### src/rtl/maze_mem_arbiter.sv
// Two-requester arbiter (maze solver vs. host/loader) for a 1-bit-wide memory.
// Round-robin on contention, host burst lock that is broken after the solver waits WAITLIM cycles.
module maze_mem_arbiter #(
    parameter int WAITLIM = 16,
    parameter int AW      = 8
) (
    input  logic          clk,
    input  logic          rst,
    input  logic          sReq,
    input  logic          sWr,
    input  logic [AW-1:0] sLoc,
    input  logic          sDIn,
    output logic          sGnt,
    output logic          sVld,
    output logic          sDOut,
    input  logic          hReq,
    input  logic          hWr,
    input  logic [AW-1:0] hLoc,
    input  logic          hDIn,
    input  logic          hLock,
    output logic          hGnt,
    output logic          hVld,
    output logic          hDOut,
    output logic [AW-1:0] loc,
    output logic          dIn,
    output logic          rd,
    output logic          wr,
    input  logic          dOut,
    output logic          busy,
    output logic          lockBrk
);

    // state | meaning
    // IDLE  | no access this cycle
    // GNTS  | solver owns the memory this cycle
    // GNTH  | host owns the memory this cycle
    typedef enum logic [1:0] {IDLE = 2'd0, GNTS = 2'd1, GNTH = 2'd2} state_e;

    localparam logic [4:0] WAIT_MAX = 5'(WAITLIM);

    state_e     state_q, state_d;
    logic       last_h_q, last_h_d;
    logic [4:0] wait_q, wait_d;
    logic       s_vld_q, s_vld_d;
    logic       h_vld_q, h_vld_d;
    logic       lock_hold;
    logic       lock_brk;

    always_ff @(posedge clk or posedge rst) begin
        if (rst) begin
            state_q  <= IDLE;
            last_h_q <= 1'b1;
            wait_q   <= '0;
            s_vld_q  <= 1'b0;
            h_vld_q  <= 1'b0;
        end else begin
            state_q  <= state_d;
            last_h_q <= last_h_d;
            wait_q   <= wait_d;
            s_vld_q  <= s_vld_d;
            h_vld_q  <= h_vld_d;
        end
    end

    always_comb begin
        lock_hold = (state_q == GNTH) && hLock && hReq;
        lock_brk  = lock_hold && sReq && (wait_q == WAIT_MAX);

        state_d = IDLE;
        if (lock_brk) begin
            state_d = GNTS;
        end else if (lock_hold) begin
            state_d = GNTH;
        end else if (sReq && hReq) begin
            state_d = last_h_q ? GNTS : GNTH;
        end else if (sReq) begin
            state_d = GNTS;
        end else if (hReq) begin
            state_d = GNTH;
        end

        // last tracks the owner of the cycle being entered, so a tie is decided against it
        last_h_d = last_h_q;
        if (state_d == GNTS) begin
            last_h_d = 1'b0;
        end else if (state_d == GNTH) begin
            last_h_d = 1'b1;
        end

        wait_d = wait_q;
        if (state_q == GNTS) begin
            wait_d = '0;
        end else if (sReq && (wait_q < WAIT_MAX)) begin
            wait_d = wait_q + 5'd1;
        end

        s_vld_d = (state_q == GNTS) && !sWr;
        h_vld_d = (state_q == GNTH) && !hWr;
    end

    always_comb begin
        sGnt = 1'b0;
        hGnt = 1'b0;
        loc  = '0;
        dIn  = 1'b0;
        rd   = 1'b0;
        wr   = 1'b0;
        case (state_q)
            GNTS: begin
                sGnt = 1'b1;
                loc  = sLoc;
                dIn  = sDIn;
                rd   = ~sWr;
                wr   = sWr;
            end
            GNTH: begin
                hGnt = 1'b1;
                loc  = hLoc;
                dIn  = hDIn;
                rd   = ~hWr;
                wr   = hWr;
            end
            default: ;
        endcase
        busy    = (state_q != IDLE);
        lockBrk = lock_brk;
        sVld    = s_vld_q;
        hVld    = h_vld_q;
        sDOut   = s_vld_q & dOut;
        hDOut   = h_vld_q & dOut;
    end

endmodule

### config.mk
export PLATFORM = sky130hd
export DESIGN_NAME = maze_mem_arbiter
export DESIGN_NICKNAME = d
export VERILOG_FILES = /design/src/rtl/maze_mem_arbiter.sv
export SDC_FILE = /design/constraint.sdc
export NUM_CORES = 1
export LEC_CHECK = 0
export ABC_AREA = 1
export CORE_MARGIN = 8
export CORE_UTILIZATION = 32
export CTS_CLUSTER_DIAMETER = 60
export DETAILED_ROUTE_END_ITERATION = 12
export PLACE_DENSITY = 0.74
export REMOVE_ABC_BUFFERS = 1
export SLEW_MARGIN = 10
export SYNTH_ARGS = -nofsm -noshare
export SYNTH_HDL_FRONTEND = slang
export SYNTH_SLANG_ARGS = --single-unit
### constraint.sdc
create_clock -name clk -period 1.6 [get_ports clk]
set_clock_uncertainty 0.1 [all_clocks]
set_input_delay 0.16 -clock clk [delete_from_list [all_inputs] [get_ports clk]]
set_output_delay 0.16 -clock clk [all_outputs]
set_load 0.1 [all_outputs]
# [Yosys cells after proc, flatten, opt, wreduce, memory -nomap -nowiden]
# Index checks and enable logic that the tools add are counted.
[op_classes] muxes=16 reduce_logical=13 n_bitwise=4 n_eq_ne=5 n_lt_le_gt_ge=1 n_addsub=1
[ops] operator="8-bit one-hot mux with 2 select lines" count=1
[ops] operator="2-bit two-way mux" count=6
[ops] operator="5-bit two-way mux" count=2
[ops] operator="1-bit logical AND" count=8
[ops] operator="1-bit one-hot mux with 2 select lines" count=3
[ops] operator="2-bit nonzero test" count=3
[ops] operator="5-bit by 1-bit adder with 5-bit output (second input constant)" count=1
[ops] operator="5-bit == test (second input constant)" count=1
[ops] operator="5-bit less-than comparator (second input constant)" count=1
[ops] operator="2-bit by 1-bit == test with 1-bit output (second input constant)" count=2
[ops] operator="2-bit == test (second input constant)" count=2
[ops] operator="1-bit two-way mux" count=4
[ops] operator="1-bit AND" count=2
[ops] operator="1-bit zero test" count=2
[ops] operator="1-bit inverter" count=2
[word_totals] wordCells=45 reg_bits=10

# [Longest topological paths before layout]
[depth] ltp_word=9 ltp_mapped=10

# [Worst setup path after synthesis]
# OpenSTA, ideal clock, no wires.
[synth_timing] kind="reg-to-output" from="register state_q[0]" to="output loc[7]" setup_slack_ns=-1.819 arrival_ns=3.159 path_buffers=1 required_time_ns=1.340 path_stages_with_launch=6 path_cell_list="dfrtp_1 > inv_1 > ha_1 > buf_2 > nand2_1 > a21oi_1"
[synth_via] elab_chain_len=2 elab_cells_between_ends=3 classes_between="2 x eq/ne; 1 x mux"
[synth_lines] element="start: declaration" line="41" text="state_e state_q, state_d;"
[synth_lines] element="start signal: assignment" line="57" text="state_q <= state_d;"
[synth_lines] element="2-bit == test or 2-bit by 1-bit == test with 1-bit output (tied branches)" line="108" text="case (state_q)"
[synth_lines] element="8-bit one-hot mux with 2 select lines *" line="108"
[synth_lines] element="end: declaration" line="24" text="output logic [AW-1:0] loc,"
# Every way passes the cells marked *; elsewhere a longest branch is shown, timed or not.

# [Worst setup path in the final report]
[layout_timing] from="register state_q[1]" to="output rd"
[layout_via] elab_chain_len=2 elab_cells_between_ends=3 classes_between="2 x eq/ne; 1 x mux"
[layout_lines] element="2-bit == test or 2-bit by 1-bit == test with 1-bit output (tied branches)" line="108"
[layout_lines] element="1-bit one-hot mux with 2 select lines *" line="108"
[layout_lines] element="end: declaration" line="26" text="output logic rd,"
# Marked as above.

==> results.sh <==
export IMPL_max_vdd_ir_drop_uv=785.9
export IMPL_cts_tree="yes"
export IMPL_grt_max_degree=11
export IMPL_viasPerCell=4.980
export IMPL_vias=991
export IMPL_drc=0
export IMPL_gp_congestion=0.6950
export IMPL_multi_input_area_sq_um=588.1
export IMPL_violations="setup timing"
export IMPL_wl_per_cell_um=19.09
export IMPL_slew_viol_final=0
export IMPL_syn_to_final_growth_pct=149.2
export IMPL_tightest_slew_ns=0.4186
export IMPL_ctsHoldBuffers=0
export IMPL_cts_buffers=3
export IMPL_start_kind="flop"
export IMPL_grt_first_pass_wirelength_um=5575
export IMPL_synth_xor_area_frac=0
export IMPL_initial_core_util=0.3316
export IMPL_cp_max_fo=6
export IMPL_finalWorstSetupSlack_ns=-0.2586
export IMPL_finalCriticalPeriod_ns=1.859
export IMPL_dr_pass1_iters=4
export IMPL_clock_sinks=10
export IMPL_rsz0062_at_grt="true"
export IMPL_h_tree_depth=1
export IMPL_fin_tns_setup_ns=-2.748
export IMPL_max_freq_mhz=538.0
export IMPL_post_synth_instance_area_sq_um=719.4
export IMPL_hpwl_um=2256
export IMPL_p_leak_nw=0.7867
export IMPL_die_w_um=63.42
export IMPL_ys_warn_count=0
export IMPL_layout_common_cells="nand2_1 (29), clkdlybuf4s50_1 (25), buf_12 (19)"
export IMPL_seq_area_sq_um=251.5
export IMPL_max_cap_violations=0
export IMPL_port_buffers=44
export IMPL_drt_initial_drc_count=58
export IMPL_ios=45
export IMPL_synthMuxAreaShare=0
export IMPL_root_buffer="clkbuf_4"
export IMPL_die_area_sq_um=4021
export IMPL_rows=17
export IMPL_run_status="finished with violations"
export IMPL_synth_cell_type_count=19
export IMPL_power_density_nw_per_um2=1260
export IMPL_finalWirelength_um=3798
export IMPL_gr_total_overflow=0
export IMPL_clock_path_buffers=2
export IMPL_rrSetupSlack_ns=-0.18
export IMPL_slew_headroom=0.7206
export IMPL_clk_latency_ns=0.27
export IMPL_postRouteAntennaNets=0
export IMPL_required_ns=1.34
export IMPL_yosysSeqAreaShare=0.3496
export IMPL_die_h_um=63.42
export IMPL_setup_violations=14
export IMPL_period_share=1.162
export IMPL_criticalPathCategory="reg2out"
export IMPL_path_clk_slew_ns=0.07
export IMPL_final_common_cell="nand2_1"
export IMPL_netlist_instances=105
export IMPL_nets=203
export IMPL_drive_gt1_frac=0.4176
export IMPL_synth_top_family_by_area="simple AND/OR/NAND/NOR gates"
export IMPL_synth_seq_cells=10
export IMPL_synth_simple_area_share=0.3130
export IMPL_grt_pass1_vias=1072
export IMPL_power_mw=2.259
export IMPL_antenna_found_initial=0
export IMPL_hp_class="in2async"
export IMPL_syn_avg_cell_area_sq_um=6.852
export IMPL_coreArea_sq_um=2170
export IMPL_hold_viol_final=0
export IMPL_synthAdderAreaFrac=0.1043
export IMPL_cp_end_kind="primary output"
export IMPL_synth_compound_area_frac=0.1252
export IMPL_arrival_ns=1.60
export IMPL_nFillCells=123
export IMPL_grt_use_total=0.1761
-- logic make-up after synthesis --
| kind of cell | Yosys count |
|---|---|
| AOI/OAI and AO/OA | 17 |
| adders and majority gates | 6 |
| buffers and inverters | 20 |
| DFF | 10 |
| and+or+nand+nor | 52 |
-- worst paths after layout --
check / start / depth (start not counted) / to
hold reg to reg: last_h_q / 2 / last_h_q
max in group asynchronous: rst / 2 / last_h_q
setup reg to reg: state_q[0] / 9 / last_h_q
min in group clk: last_h_q / 2 / last_h_q
hold / removal: rst / 2 / sVld
setup / recovery: state_q[1] / 7 / rd
-- stage by stage --
step | util | worst slack [ns] | area (sq um) | hold slack (ns) | instances
final | 0.8264 | -0.2586 | 1793 | 0.09653 | 199
after global routing | 0.8253 | -0.3166 | 1790 | 0.1128 | 198
after CTS | 0.7832 | -0.2394 | 1699 | 0.08371 | 195
after detailed placement | 0.6788 | -0.1637 | 1473 | 0.3786 | 188
after global placement | 0.6788 | -0.07435 | 1473 | 0.3622 | 188
after floorplan | - | -1.725 | 709.4 | -0.1005 | 103
-- cell type report --
class                      instances  share of cell area
sequential                        10              0.1403
tap                               28             0.01954
inverter                          18             0.03908
timing repair buffer              63              0.4571
antenna                            1            0.001396
multi-input combinational         75              0.3280
clock buffer                       4             0.01465
-- registers in the layout, indices dropped and copies added (netlist names) --
signal and count:
wait_q 5, state_q 2, hVld 1, last_h_q 1
sVld 1
-- power by group --
part           internal [mW]  total, mW  switching [mW]
Combinational          0.659       1.69            1.03
Clock                 0.0966      0.186          0.0894
Sequential             0.328      0.381          0.0530
Total                   1.08       2.26            1.18
-- worst max-delay path, cell delays in order, from the launching register on --
cell and delay [ns]:
dfrtp_1 0.39, buf_4 0.15, ha_4 0.18, buf_8 0.14, inv_2 0.06, nor2_4 0.03
o21a_1 0.20, buf_12 0.17
-- routing by layer --
metal / global-route usage / part of all wire
met4: 0.05571 / 0.0092
met5: 0 / 0
met1: 0.1959 / 0.43
met3: 0.04947 / 0.084
met2: 0.3131 / 0.47
-- synth_stat cells, drive strengths merged --
cell type	n	share of area
nor2	8	0.042
clkinv	1	0.0052
buf	2	0.014
ha	6	0.10
nand4	1	0.0087
a21oi	11	0.077
inv	17	0.089
o21ai	4	0.028
dfrtp	9	0.31
o21a	1	0.010
nand2	36	0.19
nor3	2	0.030
o211ai	1	0.010
nand3	5	0.042
dfstp	1	0.037
-- timing repair --
item / CTS / global route
cloned: 1 / 0
setup endpoints to repair: 14 / 14
buffers inserted: 2 / 3
pin swaps: 5 / 12
hold endpoints to repair: 0 / 0
gates resized for setup: 36 / 16
No activity file was read; power rests on OpenSTA's default activity.
